--- config.mk ---
export PLATFORM = sky130hd
export DESIGN_NAME = int_csr_ctrl_flat
export DESIGN_NICKNAME = d
export VERILOG_FILES = /design/src/rtl/int_csr_ctrl_pkg.sv /design/src/rtl/int_csr_ctrl_if.sv /design/src/rtl/int_csr_ctrl.sv /design/src/flat_wrapper.sv
export SDC_FILE = /design/constraint.sdc
export NUM_CORES = 1
export LEC_CHECK = 0
export BUFFER_PORTS_ARGS = -buffer_cell sky130_fd_sc_hd__buf_2
export CELL_PAD_IN_SITES_DETAIL_PLACEMENT = 1
export CELL_PAD_IN_SITES_GLOBAL_PLACEMENT = 1
export CORE_ASPECT_RATIO = 0.8
export CORE_UTILIZATION = 25
export DETAILED_ROUTE_END_ITERATION = 10
export PLACE_DENSITY = 0.85
export SLEW_MARGIN = 40
export SYNTH_ARGS = -nofsm -noshare
export SYNTH_HDL_FRONTEND = slang
export SYNTH_SLANG_ARGS = --single-unit
--- constraint.sdc ---
create_clock -name clk -period 2.31 [get_ports clk]
set_clock_uncertainty 0.05 [all_clocks]
set_input_delay 0.3465 -clock clk [delete_from_list [all_inputs] [get_ports clk]]
set_output_delay 0.3465 -clock clk [all_outputs]
set_load 0.03 [all_outputs]
--- src/rtl/int_csr_ctrl_pkg.sv ---
// Shared definitions for the trap/interrupt sequencer: CSR addresses, cause codes,
// mstatus/mie bit positions and the FSM state encoding.
package int_csr_ctrl_pkg;

    localparam logic [11:0] CSR_MSTATUS = 12'h300;
    localparam logic [11:0] CSR_MIE     = 12'h304;
    localparam logic [11:0] CSR_MTVEC   = 12'h305;
    localparam logic [11:0] CSR_MEPC    = 12'h341;
    localparam logic [11:0] CSR_MCAUSE  = 12'h342;

    localparam logic [31:0] CAUSE_ECALL_C  = 32'd11;
    localparam logic [31:0] CAUSE_EBREAK_C = 32'd3;
    localparam logic [31:0] CAUSE_TIMER_C  = 32'h8000_0007;
    localparam logic [31:0] CAUSE_EXT_C    = 32'h8000_000B;

    localparam int MSTATUS_MIE    = 3;
    localparam int MSTATUS_MPIE   = 7;
    localparam int MSTATUS_MPP_LO = 11;
    localparam int MSTATUS_MPP_HI = 12;

    localparam int MIE_MTIE = 7;
    localparam int MIE_MEIE = 11;

    typedef enum logic [2:0] {
        ST_IDLE        = 3'd0,
        ST_SAVE_EPC    = 3'd1,
        ST_SAVE_CAUSE  = 3'd2,
        ST_SAVE_STATUS = 3'd3,
        ST_JUMP        = 3'd4,
        ST_MRET_STATUS = 3'd5,
        ST_MRET_JUMP   = 3'd6
    } state_e;

endpackage

--- src/rtl/int_csr_ctrl_if.sv ---
// Interrupt-side CSR port between the trap sequencer (master) and the CSR file (slave),
// including the CSR state the sequencer observes.
interface int_csr_ctrl_if #(
    parameter int ADDR_W = 32,
    parameter int DATA_W = 32
);
    logic              csr_we;
    logic [ADDR_W-1:0] csr_raddr;
    logic [ADDR_W-1:0] csr_waddr;
    logic [DATA_W-1:0] csr_wdata;
    logic [DATA_W-1:0] csr_rdata;
    logic [DATA_W-1:0] csr_mtvec;
    logic [DATA_W-1:0] csr_mepc;
    logic [DATA_W-1:0] csr_mstatus;
    logic              global_int_en;

    modport master (
        output csr_we, csr_raddr, csr_waddr, csr_wdata,
        input  csr_rdata, csr_mtvec, csr_mepc, csr_mstatus, global_int_en
    );

    modport slave (
        input  csr_we, csr_raddr, csr_waddr, csr_wdata,
        output csr_rdata, csr_mtvec, csr_mepc, csr_mstatus, global_int_en
    );
endinterface

--- src/rtl/int_csr_ctrl.sv ---
// Trap/interrupt sequencer: stalls the pipeline, saves mepc/mcause/mstatus one CSR per cycle
// and redirects the PC. Optional vectored mtvec mode is enabled with `define INT_VECTORED_EN.
module int_csr_ctrl
    import int_csr_ctrl_pkg::*;
#(
    parameter int          ADDR_W      = 32,
    parameter int          DATA_W      = 32,
    parameter logic [31:0] CAUSE_TIMER = 32'h8000_0007,
    parameter logic [31:0] CAUSE_EXT   = 32'h8000_000B
) (
    input  logic                  clk,
    input  logic                  rst,
    input  logic                  ecall_i,
    input  logic                  ebreak_i,
    input  logic                  mret_i,
    input  logic [31:0]           inst_addr_i,
    input  logic                  ex_jump_i,
    input  logic                  timer_int_i,
    input  logic                  ext_int_i,
    int_csr_ctrl_if.master        csr,
    output logic                  hold_o,
    output logic                  int_assert_o,
    output logic [31:0]           int_addr_o
);

    state_e            state_q, state_d;
    logic [31:0]       epc_q, epc_d;
    logic [DATA_W-1:0] cause_q, cause_d;

    logic        syncTrap;
    logic        timerTake;
    logic        extTake;
    logic        anyTrigger;
    logic [31:0] vecBase;
    logic        unused_bits;

    function automatic logic [DATA_W-1:0] trapStatus(input logic [DATA_W-1:0] s);
        logic [DATA_W-1:0] r;
        r                                = s;
        r[MSTATUS_MPIE]                  = s[MSTATUS_MIE];
        r[MSTATUS_MIE]                   = 1'b0;
        r[MSTATUS_MPP_HI:MSTATUS_MPP_LO] = 2'b11;
        return r;
    endfunction

    function automatic logic [DATA_W-1:0] mretStatus(input logic [DATA_W-1:0] s);
        logic [DATA_W-1:0] r;
        r               = s;
        r[MSTATUS_MIE]  = s[MSTATUS_MPIE];
        r[MSTATUS_MPIE] = 1'b1;
        return r;
    endfunction

    // Async interrupts need MIE, their mie enable bit and no redirect in flight in EX.
    assign syncTrap   = ecall_i | ebreak_i;
    assign timerTake  = timer_int_i & csr.global_int_en & csr.csr_rdata[MIE_MTIE] & ~ex_jump_i;
    assign extTake    = ext_int_i & csr.global_int_en & csr.csr_rdata[MIE_MEIE] & ~ex_jump_i;
    assign anyTrigger = syncTrap | mret_i | timerTake | extTake;
    assign vecBase    = {csr.csr_mtvec[31:2], 2'b00};

    assign csr.csr_raddr = ADDR_W'(CSR_MIE);

    assign unused_bits = ^{csr.csr_rdata, csr.csr_mtvec[1:0]};

    always_ff @(posedge clk or negedge rst) begin
        if (!rst) begin
            state_q <= ST_IDLE;
            epc_q   <= '0;
            cause_q <= '0;
        end else begin
            state_q <= state_d;
            epc_q   <= epc_d;
            cause_q <= cause_d;
        end
    end

    always_comb begin
        state_d = state_q;
        epc_d   = epc_q;
        cause_d = cause_q;
        case (state_q)
            ST_IDLE: begin
                if (syncTrap) begin
                    state_d = ST_SAVE_EPC;
                    epc_d   = inst_addr_i;
                    cause_d = ecall_i ? DATA_W'(CAUSE_ECALL_C) : DATA_W'(CAUSE_EBREAK_C);
                end else if (mret_i) begin
                    state_d = ST_MRET_STATUS;
                end else if (timerTake || extTake) begin
                    state_d = ST_SAVE_EPC;
                    epc_d   = inst_addr_i;
                    cause_d = timerTake ? DATA_W'(CAUSE_TIMER) : DATA_W'(CAUSE_EXT);
                end
            end
            ST_SAVE_EPC:    state_d = ST_SAVE_CAUSE;
            ST_SAVE_CAUSE:  state_d = ST_SAVE_STATUS;
            ST_SAVE_STATUS: state_d = ST_JUMP;
            ST_JUMP:        state_d = ST_IDLE;
            ST_MRET_STATUS: state_d = ST_MRET_JUMP;
            ST_MRET_JUMP:   state_d = ST_IDLE;
            default:        state_d = ST_IDLE;
        endcase
    end

    // mstatus is sampled in the save cycle itself so a same-cycle EX write at T is included.
    always_comb begin
        csr.csr_we    = 1'b0;
        csr.csr_waddr = '0;
        csr.csr_wdata = '0;
        hold_o        = 1'b0;
        int_assert_o  = 1'b0;
        int_addr_o    = '0;
        case (state_q)
            ST_IDLE: begin
                hold_o = anyTrigger;
            end
            ST_SAVE_EPC: begin
                hold_o        = 1'b1;
                csr.csr_we    = 1'b1;
                csr.csr_waddr = ADDR_W'(CSR_MEPC);
                csr.csr_wdata = DATA_W'(epc_q);
            end
            ST_SAVE_CAUSE: begin
                hold_o        = 1'b1;
                csr.csr_we    = 1'b1;
                csr.csr_waddr = ADDR_W'(CSR_MCAUSE);
                csr.csr_wdata = cause_q;
            end
            ST_SAVE_STATUS: begin
                hold_o        = 1'b1;
                csr.csr_we    = 1'b1;
                csr.csr_waddr = ADDR_W'(CSR_MSTATUS);
                csr.csr_wdata = trapStatus(csr.csr_mstatus);
            end
            ST_JUMP: begin
                hold_o       = 1'b1;
                int_assert_o = 1'b1;
`ifdef INT_VECTORED_EN
                if (csr.csr_mtvec[1:0] == 2'b01 && cause_q[DATA_W-1])
                    int_addr_o = vecBase + 32'({cause_q[4:0], 2'b00});
                else
                    int_addr_o = vecBase;
`else
                int_addr_o   = vecBase;
`endif
            end
            ST_MRET_STATUS: begin
                hold_o        = 1'b1;
                csr.csr_we    = 1'b1;
                csr.csr_waddr = ADDR_W'(CSR_MSTATUS);
                csr.csr_wdata = mretStatus(csr.csr_mstatus);
            end
            ST_MRET_JUMP: begin
                hold_o       = 1'b1;
                int_assert_o = 1'b1;
                int_addr_o   = csr.csr_mepc[31:0];
            end
            default: begin
                hold_o = 1'b0;
            end
        endcase
    end

endmodule
--- src/flat_wrapper.sv ---
// flat-port wrapper written by rule: the top's interface ports become plain ports
module int_csr_ctrl_flat import int_csr_ctrl_pkg::*;
#(
    parameter int          ADDR_W      = 32,
    parameter int          DATA_W      = 32,
    parameter logic [31:0] CAUSE_TIMER = 32'h8000_0007,
    parameter logic [31:0] CAUSE_EXT   = 32'h8000_000B
)
  (clk, rst, ecall_i, ebreak_i, mret_i, inst_addr_i, ex_jump_i, timer_int_i, ext_int_i, hold_o, int_assert_o, int_addr_o, csr_csr_we, csr_csr_raddr, csr_csr_waddr, csr_csr_wdata, csr_csr_rdata, csr_csr_mtvec, csr_csr_mepc, csr_csr_mstatus, csr_global_int_en);
  int_csr_ctrl_if #(.ADDR_W(ADDR_W), .DATA_W(DATA_W)) csr_i ();
  input  logic clk;
  input  logic rst;
  input  logic ecall_i;
  input  logic ebreak_i;
  input  logic mret_i;
  input  logic [31:0] inst_addr_i;
  input  logic ex_jump_i;
  input  logic timer_int_i;
  input  logic ext_int_i;
  output logic hold_o;
  output logic int_assert_o;
  output logic [31:0] int_addr_o;
  output wire logic [$bits(csr_i.csr_we)-1:0] csr_csr_we;
  output wire logic [$bits(csr_i.csr_raddr)-1:0] csr_csr_raddr;
  output wire logic [$bits(csr_i.csr_waddr)-1:0] csr_csr_waddr;
  output wire logic [$bits(csr_i.csr_wdata)-1:0] csr_csr_wdata;
  input wire logic [$bits(csr_i.csr_rdata)-1:0] csr_csr_rdata;
  input wire logic [$bits(csr_i.csr_mtvec)-1:0] csr_csr_mtvec;
  input wire logic [$bits(csr_i.csr_mepc)-1:0] csr_csr_mepc;
  input wire logic [$bits(csr_i.csr_mstatus)-1:0] csr_csr_mstatus;
  input wire logic [$bits(csr_i.global_int_en)-1:0] csr_global_int_en;
  assign csr_csr_we = csr_i.csr_we;
  assign csr_csr_raddr = csr_i.csr_raddr;
  assign csr_csr_waddr = csr_i.csr_waddr;
  assign csr_csr_wdata = csr_i.csr_wdata;
  assign csr_i.csr_rdata = csr_csr_rdata;
  assign csr_i.csr_mtvec = csr_csr_mtvec;
  assign csr_i.csr_mepc = csr_csr_mepc;
  assign csr_i.csr_mstatus = csr_csr_mstatus;
  assign csr_i.global_int_en = csr_global_int_en;
  int_csr_ctrl #(.ADDR_W(ADDR_W), .DATA_W(DATA_W), .CAUSE_TIMER(CAUSE_TIMER), .CAUSE_EXT(CAUSE_EXT)) u_core (.clk(clk), .rst(rst), .ecall_i(ecall_i), .ebreak_i(ebreak_i), .mret_i(mret_i), .inst_addr_i(inst_addr_i), .ex_jump_i(ex_jump_i), .timer_int_i(timer_int_i), .ext_int_i(ext_int_i), .csr(csr_i), .hold_o(hold_o), .int_assert_o(int_assert_o), .int_addr_o(int_addr_o));
endmodule
# After elaboration in Yosys (flattened, before gate mapping)
# Index checks and enable logic that the tools add are counted.
[totals] reg_bits=67 inputBits=169 output_inout_bits=131 wordCells=48
[op_classes] n_eq_ne=8 mux=18 bitwise_logic=11 n_reduce_logical=8
[ops] operator="32-bit 2-to-1 mux" n=6
[ops] operator="32-bit case mux with 4 select lines" n=1
[ops] operator="32-bit case mux with 2 select lines" n=1
[ops] operator="10-bit case mux with 3 select lines" n=1
[ops] operator="3-bit case mux with 5 select lines" n=1
[ops] operator="3-bit == test, second input constant" n=3
[ops] operator="3-bit 2-to-1 mux" n=3
[ops] operator="4-bit 2-to-1 mux" n=2
[ops] operator="1-bit AND" n=6
[ops] operator="3-bit by 2-bit == test with 1-bit output, second input constant" n=2
[ops] operator="6-bit OR reduction" n=1
[ops] operator="4-bit by 2-bit inequality test with 1-bit output, second input constant" n=1
[ops] operator="1-bit bitwise OR" n=4
[ops] operator="2-bit OR reduction" n=2
[ops] operator="4-bit OR reduction" n=1
[ops] operator="3-bit by 1-bit == test with 1-bit output, second input constant" n=1
[ops] operator="3-bit logical NOT" n=1
[ops] operator="3-bit AND reduction" n=1
[ops] operator="1-bit 2-to-1 mux" n=2
[ops] operator="2-bit by 1-bit inequality test with 1-bit output, second input constant" n=1
[ops] operator="1-bit case mux with 2 select lines" n=1
[ops] operator="2-bit nonzero test" n=1
[ops] operator="1-bit logical OR" n=1
[ops] operator="1-bit NOT" n=1

# Longest topological paths before layout
# Gate-level depths: netlist of the first run.
[logic_depth] ltp_word=8 depth_mapped=6 depth_no_buf=4

# Worst setup path before layout of the first run
# No wires, ideal clock.
[synth_path] path_type="reg-to-output" start="reg u_core.state_q[1]" end="out csr_csr_waddr[8]" arrival_time_ns=1.818 required_time_ns=1.914 slack_ns=0.095 stages_incl_launch_ff=6 n_path_buf=3 path_cell_list="dfrtp_1 > clkbuf_1 > buf_2 > nor2_1 > a21oi_1 > buf_4"
[synth_between] elab_chain_len=3 elab_cells_between_ends=6
[synth_rtl] item="start, declared" line="int_csr_ctrl.sv:26" rtl="state_e state_q, state_d;"
[synth_rtl] item="start signal, assigned" line="int_csr_ctrl.sv:71" rtl="state_q <= state_d;"
[synth_rtl] item="3-bit by 2-bit == test with 1-bit output / 3-bit == test (equally long branches)" line="int_csr_ctrl.sv:113" rtl="case (state_q)"
[synth_rtl] item="2-bit OR reduction (no line)"
[synth_rtl] item="10-bit case mux with 3 select lines (*)" line="int_csr_ctrl.sv:113"
[synth_rtl] item="end, declared" line="flat_wrapper.sv:25" rtl="output wire logic [$bits(csr_i.csr_waddr)-1:0] csr_csr_waddr;"
# Every way passes the cells marked *; elsewhere a longest branch is shown, timed or not.

# Final worst setup path of the first run
[layout_path] start="reg u_core.state_q[1]" end="out hold_o"
[layout_between] elab_chain_len=3 elab_cells_between_ends=9
[layout_rtl] item="3-bit == test, or another cell as far along" line="int_csr_ctrl.sv:113"
[layout_rtl] item="6-bit OR reduction (no line)"
[layout_rtl] item="1-bit case mux with 2 select lines (*)" line="int_csr_ctrl.sv:113"
[layout_rtl] item="end, declared" line="flat_wrapper.sv:20" rtl="output logic hold_o;"
# Marks and branches as above.

==> results of run 1 <==
==> critical path, delay by kind of cell, from the launching register on <==
family / cells / cell delay (ns)
flops: 1 / 0.51
simple gates: 2 / 0.73
buf+inv: 1 / 0.20
compound gates: 1 / 0.08
==> area by class of cell <==
cell class              count  share of cell area
clock buffers               5              0.0294
flip-flops and latches     39               0.230
multi-input cells         253               0.421
clock inverters             3             0.00353
well taps                 152              0.0447
inverters                   2             0.00177
repair buffers            218               0.268
diodes                      2             0.00118
==> what timing repair did <==
action                                  CTS  global route
gates resized for setup                   0             5
endpoints found under the setup margin    0            28
hold buffers                              0             0
==> sequential cells by signal (all words and copies together) (netlist names) <==
signal / flops
u_core.cause_q: 4
u_core.epc_q: 32
u_core.state_q: 3
==> kinds of logic after synthesis <==
| kind of cell | Yosys count |
|---|---|
| buffers and inverters | 84 |
| and+or+nand+nor | 74 |
| muxes | 65 |
| AOI/OAI and AO/OA | 55 |
| DFF | 39 |
| other | 2 |
==> path summary, 6_finish.rpt <==
path | from | end | slack, ns | cells past startpoint
hold / removal | rst | u_core.epc_q[19] | -0.01 | 1
max in group asynchronous | rst | u_core.state_q[2] | 1.83 | 1
setup reg to reg | u_core.state_q[1] | u_core.epc_q[18] | 0.29 | 5
min in group clk | inst_addr_i[9] | u_core.epc_q[9] | 0.24 | 2
setup / recovery | u_core.state_q[1] | hold_o | 0.10 | 4
hold reg to reg | u_core.cause_q[1] | u_core.cause_q[1] | 0.43 | 1
==> per-layer routing <==
metal,vias up,track usage
li1,1386,-
met1,1406,0.222
met2,85,0.255
met3,13,0.0246
met4,0,0.0495
met5,-,0
==> placed cells by master (no fill, tap or decap), drive strengths merged, types with 4 or more instances in the layout <==
cell type and n:
nand2 13, o21ai 11, a22oi 4, buf 218, dfrtp 39, a22o 24, conb 59, mux2 34
mux2i 31, nand2b 6, nor2 40, clkbuf 5, nor2b 4, a21oi 7
==> power by group through the flow <==
stage / Clock [mW] / Combinational, mW / Sequential (mW)
6_report: 0.669 / 3.98 / 1.30
5_1_grt: 0.733 / 4.27 / 1.34
4_1_cts: 0.700 / 4.02 / 1.30
3_5_place_dp: 0 / 4.00 / 1.30
3_3_place_gp: 0 / 3.89 / 1.29
2_1_floorplan: 0 / 3.17 / 1.16
==> through the flow <==
step | utilization | setup slack (ns)
after global routing | 0.349 | 0.00287
final | 0.350 | 0.103
after CTS | 0.348 | 0.0230
after floorplan | - | 0.0950
after detailed placement | 0.337 | 0.288
after global placement | 0.336 | 0.345
==> run metrics, run 1 <==
clock tree buffer depth=2; # port buffers=208; Hold WS=-0.00977 ns; crit path max fanout=12; initial core utilization=0.256; met1 wire length=between 4000 and 5000 um; Worst-Skew Late Latency=0.28 ns; CTS clk-pin slew, worst paths=0.06 ns; combinational family with the most area after synthesis=multiplexers; clock root buffer master=clkbuf_16; DIE HEIGHT=between 100 and 150 um; 1st-iter DRT viols=75; row count=36; sw frac=0.492; Cells after Synth=319; Crit path largest cell delay=0.51 ns; hold crit path type=in -> async; count of final setup violators=0; layout cells sized above 1=0.517; Yosys reg bits=39; P_sw=2.92 mW; Synth Warn #=0; Met2 Wirelength=5330 um; Seq pwr share=0.218; initial antenna violation count=1; HPWL after detailed placement=~9000 um; Distinct cells, synth=34; Vias=2890; cells along the critical path=or3_4, nor4_1, a31oi_1, buf_2; Clock Sinks=39; Post-synth EDFFs=0; startpoint types=register; first-pass GRT wire length=around 16000 um; Critical Path RT=1.91 ns; H-tree levels=2; CTS tree=yes; DR pass1 iterations=4; area leader, netlist=dfrtp_1; Total Power=5.94 mW; Main synth FF type=dfrtp_1; CORE AREA=12200 um^2; fmax=453 MHz; P&R area growth vs syn=36.3%; Synth Area in Adders=0; total die area=~13000 um^2; ys async rst share=1.00; Crit path arrival time=1.81 ns; grt total ovfl=0; Global Route Usage Sum=0.159; Critical Path End Type=output port; Max-Cap Viols=0; detailed-route DRC error count=0; average wire per cell in the routed design=16.0 um; top sig layer=met4; Worst Tran Pin Value=0.524 ns; static leakage=2.42 nW; Nets=around 700; Synth area leaders=dfrtp_1, buf_4, mux2_4; Setup TNS Final=0 ns; number of instances in the placed design=about 660; Post-CTS Setup Bufs=0; fin crit share=0.956; routed wl met3=366 um; post-route cell area=4250 um^2; Synth Area in Compound Gates=0.135; part of the Yosys area used for sequential elements=0.313; Slew Viols, Final=0; top post-synthesis cells by count=buf_4, nor2_1, dfrtp_1, mux2i_1, mux2_4; Hold Fails Final Rpt=14; failing checks=hold timing; outcome=finished, violations left; Synth top area share=0.313; multi-input combinational cell area=1790 um^2; die width=127 um; Cell Area, Placed=4090 um^2; XOR/XNOR Fraction of Synth Area=0; Non-Filler Instances=674; Mapped Area=about 3100 um^2; FF/Latch Area=980 um^2; count leader, synth=buf_4; antenna-violating nets left=0; PD cells=around 1400 nW/um^2; critical path class=reg -> out; Syn Area/Cell=9.78 um^2; largest net degree at the start of global routing=42; Max-slew headroom=0.651; multiplexer area fraction after synthesis=0.257; Comb pwr share=0.669; CP max-delay cell=dfrtp_2; GP Congestion=between 0.7 and 0.8; simple-gate share of the synthesized area=0.107; maximum vdd drop=between 0.7 and 0.8 mV; I/O pin count=300; RSZ-0062 raised after global routing=false; TritonCTS buffer count=5; clock power share=0.113; Tmin final=2.21 ns; vias in the first global route=2880; via/cell ratio=4.29; Fill cells=1517; final wirelength=10800 um; Internal=3.02 mW
Note: power is estimated with default switching activity, not from simulation.
==> run 2, diff against run 1 <==
==> constraint.sdc (replaced) <==
create_clock -name clk -period 2.5 [get_ports clk]
set_clock_uncertainty 0.05 [all_clocks]
set_input_delay 0.125 -clock clk [delete_from_list [all_inputs] [get_ports clk]]
set_output_delay 0.125 -clock clk [all_outputs]
set_load 0.03 [all_outputs]
==> run 2 against run 1 <==
Effect of this change:
- the run now ends clean
- final area increased by 0.38%
- first-iteration DRC count grew 5.3%
- die area did not move
- core utilization rose by 0.13 points
- sequential share of layout area decreased by 0.15 points
- critical path depth rose by 2
==> run metrics, run 2 (same netlist as run 1, synthesis figures left out) <==
outcome=completed; GP Congestion=0.726; initial core utilization=0.256; HPWL after detailed placement=8630 um; utilization after layout=0.351; first-pass GRT wire length=15800 um; cells along the critical path=buf_12, nor2b_1, and2_1, nand2_1, o21ai_0, buf_2; Max-Cap Viols=0; via/cell ratio=4.30; DR pass1 iterations=4; most common cell after layout, fill and taps aside=buf_2; Global Route Usage Sum=0.156; Largest register FFs=32; I/O pin count=300; total die area=12900 um^2; average wire per cell in the routed design=15.8 um; Crit path arrival time=between 1.5 and 2 ns; antenna-violating nets left=0; 1st-iter DRT viols=79; Hold Fails Final Rpt=0; Slew Viols, Final=0; Setup WS pre-CTS=0.492 ns; antenna cells=0; Hold-fix buffers, CTS=1; Critical Path End Type=output port; clock root buffer master=clkbuf_16; detailed-route DRC error count=0; clock tree buffer depth=2; Max-slew headroom=0.574; Setup TNS Final=0 ns; crit path max fanout=51; fmax=465 MHz; biggest regs=u_core.epc_q x32, u_core.cause_q x4, u_core.state_q x3; largest net degree at the start of global routing=52; hold crit path type=in -> reg; Top reg by flops=u_core.epc_q; final wirelength=~11000 um; P&R area growth vs syn=36.8%; DIE HEIGHT=102 um; Critical Path RT=2.33 ns; startpoint types=register; Worst Tran Pin Value=0.637 ns; CTS clk-pin slew, worst paths=approximately 0.06 ns; CORE AREA=12200 um^2; post_cts resized=0; maximum vdd drop=0.763 mV; CTS tree=yes; Clock Sinks=39; post-route cell area=4270 um^2; layout cells sized above 1=0.508; static leakage=between 2 and 2.5 nW; H-tree levels=2; Tmin final=about 2.2 ns; # port buffers=around 210; row count=36; Crit path largest cell delay=approximately 0.43 ns; CP max-delay cell=dfrtp_2; Cell Area, Placed=4080 um^2; Post-CTS Setup Bufs=0; TritonCTS buffer count=5; Vias=2881; critical path class=reg -> out; die width=127 um; initial antenna violation count=0; count of final setup violators=0; grt total ovfl=0; vias in the first global route=2926; RSZ-0062 raised after global routing=false; most frequent cells in the layout=buf_2, conb_1, nor2_1, dfrtp_1, mux2i_1; PD cells=about 1300 nW/um^2; fin crit share=0.860; final worst setup slack=0.350 ns; Worst-Skew Late Latency=approximately 0.28 ns; Nets=686
[run 2: cell count changes in the layout (fill, tap and decap cells not counted), sizes merged]
cell,before,now
clkinv,3,1
bufinv,0,1
buf,218,215
clkbuf,5,6
diode,2,0
dlygate4sd3,0,1
[run 2: power breakdown]
part           switching [mW]  internal (mW)  leakage (nW)
Clock                   0.246          0.496        0.0868
Sequential              0.213          0.944         0.459
Combinational            2.24           1.47          1.88
[run 2: cell type report]
cell class	count	area, um^2
multi-input cells	253	1790
fillers	1519	7890
clock buffers	6	139
repair buffers	216	1130
well taps	152	190
inverters	2	7.51
flip-flops and latches	39	977
clock inverters	2	35.0
[run 2: layer usage]
layer  share of wire  up-vias  GRT usage
li1                -     1378          -
met1            0.44     1420      0.207
met2            0.52       81      0.270
met3           0.039        2     0.0298
met4          0.0038        0     0.0238
met5               0        -          0
[run 2: per-stage QoR]
| stage | instances | power (mW) | hold slack [ns] |
|---|---|---|---|
| 2_1_floorplan | 376 | 4.00 | -0.221 |
| 3_3_place_gp | 661 | 4.79 | 0.249 |
| 3_5_place_dp | 661 | 4.90 | 0.0909 |
| 4_1_cts | 670 | 5.68 | 0.0144 |
| 5_1_grt | 670 | 5.95 | 0.0138 |
| 6_report | 670 | 5.61 | 0.0262 |
[run 2: worst paths after layout]
kind	start	end	slack, ns	cells past startpoint
setup / recovery	u_core.state_q[1]	csr_csr_wdata[1]	0.35	6
hold / removal	inst_addr_i[22]	u_core.epc_q[22]	0.03	2
setup reg to reg	u_core.state_q[1]	u_core.epc_q[30]	0.50	5
hold reg to reg	u_core.cause_q[1]	u_core.cause_q[1]	0.44	1
max in group asynchronous	rst	u_core.state_q[1]	1.69	2
min in group asynchronous	rst	u_core.epc_q[19]	0.34	2
[run 2: worst max-delay path, delay by kind of cell, from the launching register on]
kind	cells	cell delay, ns
DFF	1	0.43
AOI/OAI and AO/OA	1	0.09
and+or+nand+nor	3	0.70
buffers and inverters	2	0.43
==> run 3, diff against run 2 <==
--- a/config.mk
+++ b/config.mk
@@ -8,10 +8,10 @@
 export BUFFER_PORTS_ARGS = -buffer_cell sky130_fd_sc_hd__buf_2
 export CELL_PAD_IN_SITES_DETAIL_PLACEMENT = 1
 export CELL_PAD_IN_SITES_GLOBAL_PLACEMENT = 1
-export CORE_ASPECT_RATIO = 0.8
-export CORE_UTILIZATION = 25
+export CORE_AREA = 2 2 115 117
 export DETAILED_ROUTE_END_ITERATION = 10
-export PLACE_DENSITY = 0.85
+export DIE_AREA = 0 0 117 119
+export PLACE_DENSITY = 0.84
 export SLEW_MARGIN = 40
 export SYNTH_ARGS = -nofsm -noshare
 export SYNTH_HDL_FRONTEND = slang
==> run 3 against run 2 <==
Effect of this change:
- global-route usage fell by 1.2 points
- combinational power barely moved
- register-to-register slack barely moved
- final area rose by 0.59%
- via count rose by 0.73%
- die area rose by 7.7%
- critical endpoint is now csr_csr_wdata[3]
- non-clock buffer count rose by 1
==> run metrics, run 3 (same netlist as run 1, synthesis figures left out) <==
P&R area growth vs syn=37.6%; Nets=roughly 690; Total Power=5.58 mW; via/cell ratio=4.18; CORE AREA=12900 um^2; clock root buffer master=clkbuf_16; CTS tree=yes; antenna-violating nets left=0; H-tree levels=2; first-pass GRT wire length=between 15000 and 20000 um; post-route cell area=between 4000 and 5000 um^2; Worst Tran Pin Value=0.761 ns; biggest regs=u_core.epc_q x32, u_core.cause_q x4, u_core.state_q x3; Global Route Usage Sum=0.143; grt total ovfl=0; layout cells sized above 1=0.509; DR pass1 iterations=4; clock tree buffer depth=2; # port buffers=roughly 210; most frequent cells in the layout=buf_2, conb_1, nor2_1, dfrtp_1, mux2i_1; PD cells=between 1000 and 1500 nW/um^2; maximum vdd drop=0.423 mV; Reg-to-Reg End=u_core.epc_q[18]; hold crit path type=in -> reg; I/O pin count=300; die width=117 um; count of final setup violators=0; Vias=2902; r2r worst-path depth=5; Worst-Skew Late Latency=around 0.28 ns; critical path class=reg -> out; fin crit share=0.869; row count=42; Largest register FFs=32; HPWL after detailed placement=8740 um; Slew Viols, Final=0; DIE HEIGHT=about 120 um; largest net degree at the start of global routing=40; CTS clk-pin slew, worst paths=0.06 ns; antenna cells=0; Critical Path RT=2.33 ns; Hold Fails Final Rpt=0; Max-Cap Viols=0; most common cell after layout, fill and taps aside=buf_2; Max-slew headroom=0.491; Post-CTS Setup Bufs=0; total die area=between 10000 and 15000 um^2; Crit path arrival time=2.00 ns; 1st-iter DRT viols=48; Tmin final=2.17 ns; Critical Path End Type=output port; vias in the first global route=3032; RSZ-0062 raised after global routing=false; crit path max fanout=39; Top reg by flops=u_core.epc_q; outcome=completed; average wire per cell in the routed design=~15 um; critical path capture point=csr_csr_wdata[3]; initial core utilization=0.242; startpoint types=register; Clock Sinks=39; final wirelength=10500 um; worst setup path start=u_core.state_q[1]; WHS Path Cells=2; Cell Area, Placed=just over 4000 um^2; fmax=about 460 MHz; flop2flop setup slack=0.51 ns; initial antenna violation count=0; detailed-route DRC error count=0; TritonCTS buffer count=5; R2R Path Start=u_core.state_q[1]; GP Congestion=0.727; static leakage=2.43 nW; Setup TNS Final=0 ns
-- run 3: changes by cell type in the layout (fill, tap and decap cells not counted), sizes merged --
cell / previous run / this run
buf: 215 / 216
-- run 3: worst min path at each step --
| stage | slack (ns) | end | start |
|---|---|---|---|
| CTS | 0.01 | u_core.epc_q[11] | inst_addr_i[11] |
| global route | 0.02 | u_core.epc_q[26] | inst_addr_i[26] |
| floorplan | -0.22 | u_core.cause_q[1] | rst |
| detailed placement | 0.09 | u_core.cause_q[3] | rst |
| global placement | 0.26 | u_core.cause_q[2] | rst |
| finish | 0.02 | u_core.epc_q[11] | inst_addr_i[11] |
-- run 3: what timing repair did --
| action | in CTS | in global routing |
|---|---|---|
| hold buffers | 1 | 0 |
| hold endpoints to repair | 39 | 0 |
| gates resized for setup | 0 | 0 |
-- run 3: final cells by class --
cell class / count / area [um^2]
clock buffer: 6 / 139
timing repair buffer: 217 / 1130
multi-input combinational: 253 / 1790
fill: 1595 / 8580
clock inverter: 2 / 35.0
inverter: 2 / 7.51
tap: 176 / 220
sequential: 39 / 977
-- run 3: where the power goes --
part | switching, mW | total, mW | internal, mW
clock network | 0.248 | 0.743 | 0.496
registers | 0.183 | 1.13 | 0.943
logic | 2.25 | 3.71 | 1.46
-- run 3: worst max-delay path: stages (launching register included) --
cell and delay, ns:
dfrtp_2 0.36, buf_4 0.21, buf_4 0.50, nand2b_1 0.16, nor2_1 0.15, o2bb2ai_1 0.12, buf_2 0.21
-- run 3: routing by layer --
layer / track usage / wire, um / up-vias
met3: 0.0433 / 1190 / 8
met4: 0.0390 / 136 / 0
met2: 0.275 / 5350 / 179
li1: - / - / 1383
met1: 0.147 / 3810 / 1332
met5: 0 / 0 / -
-- run 3: stage by stage --
step                std cells  setup slack [ns]  hold slack (ns)  utilization
floorplan                 376             0.507           -0.221            -
global placement          686             0.466            0.255        0.319
detailed placement        686             0.437           0.0944        0.319
CTS                       695             0.284           0.0105        0.333
global route              695             0.170           0.0197        0.333
finish                    695             0.328           0.0193        0.333
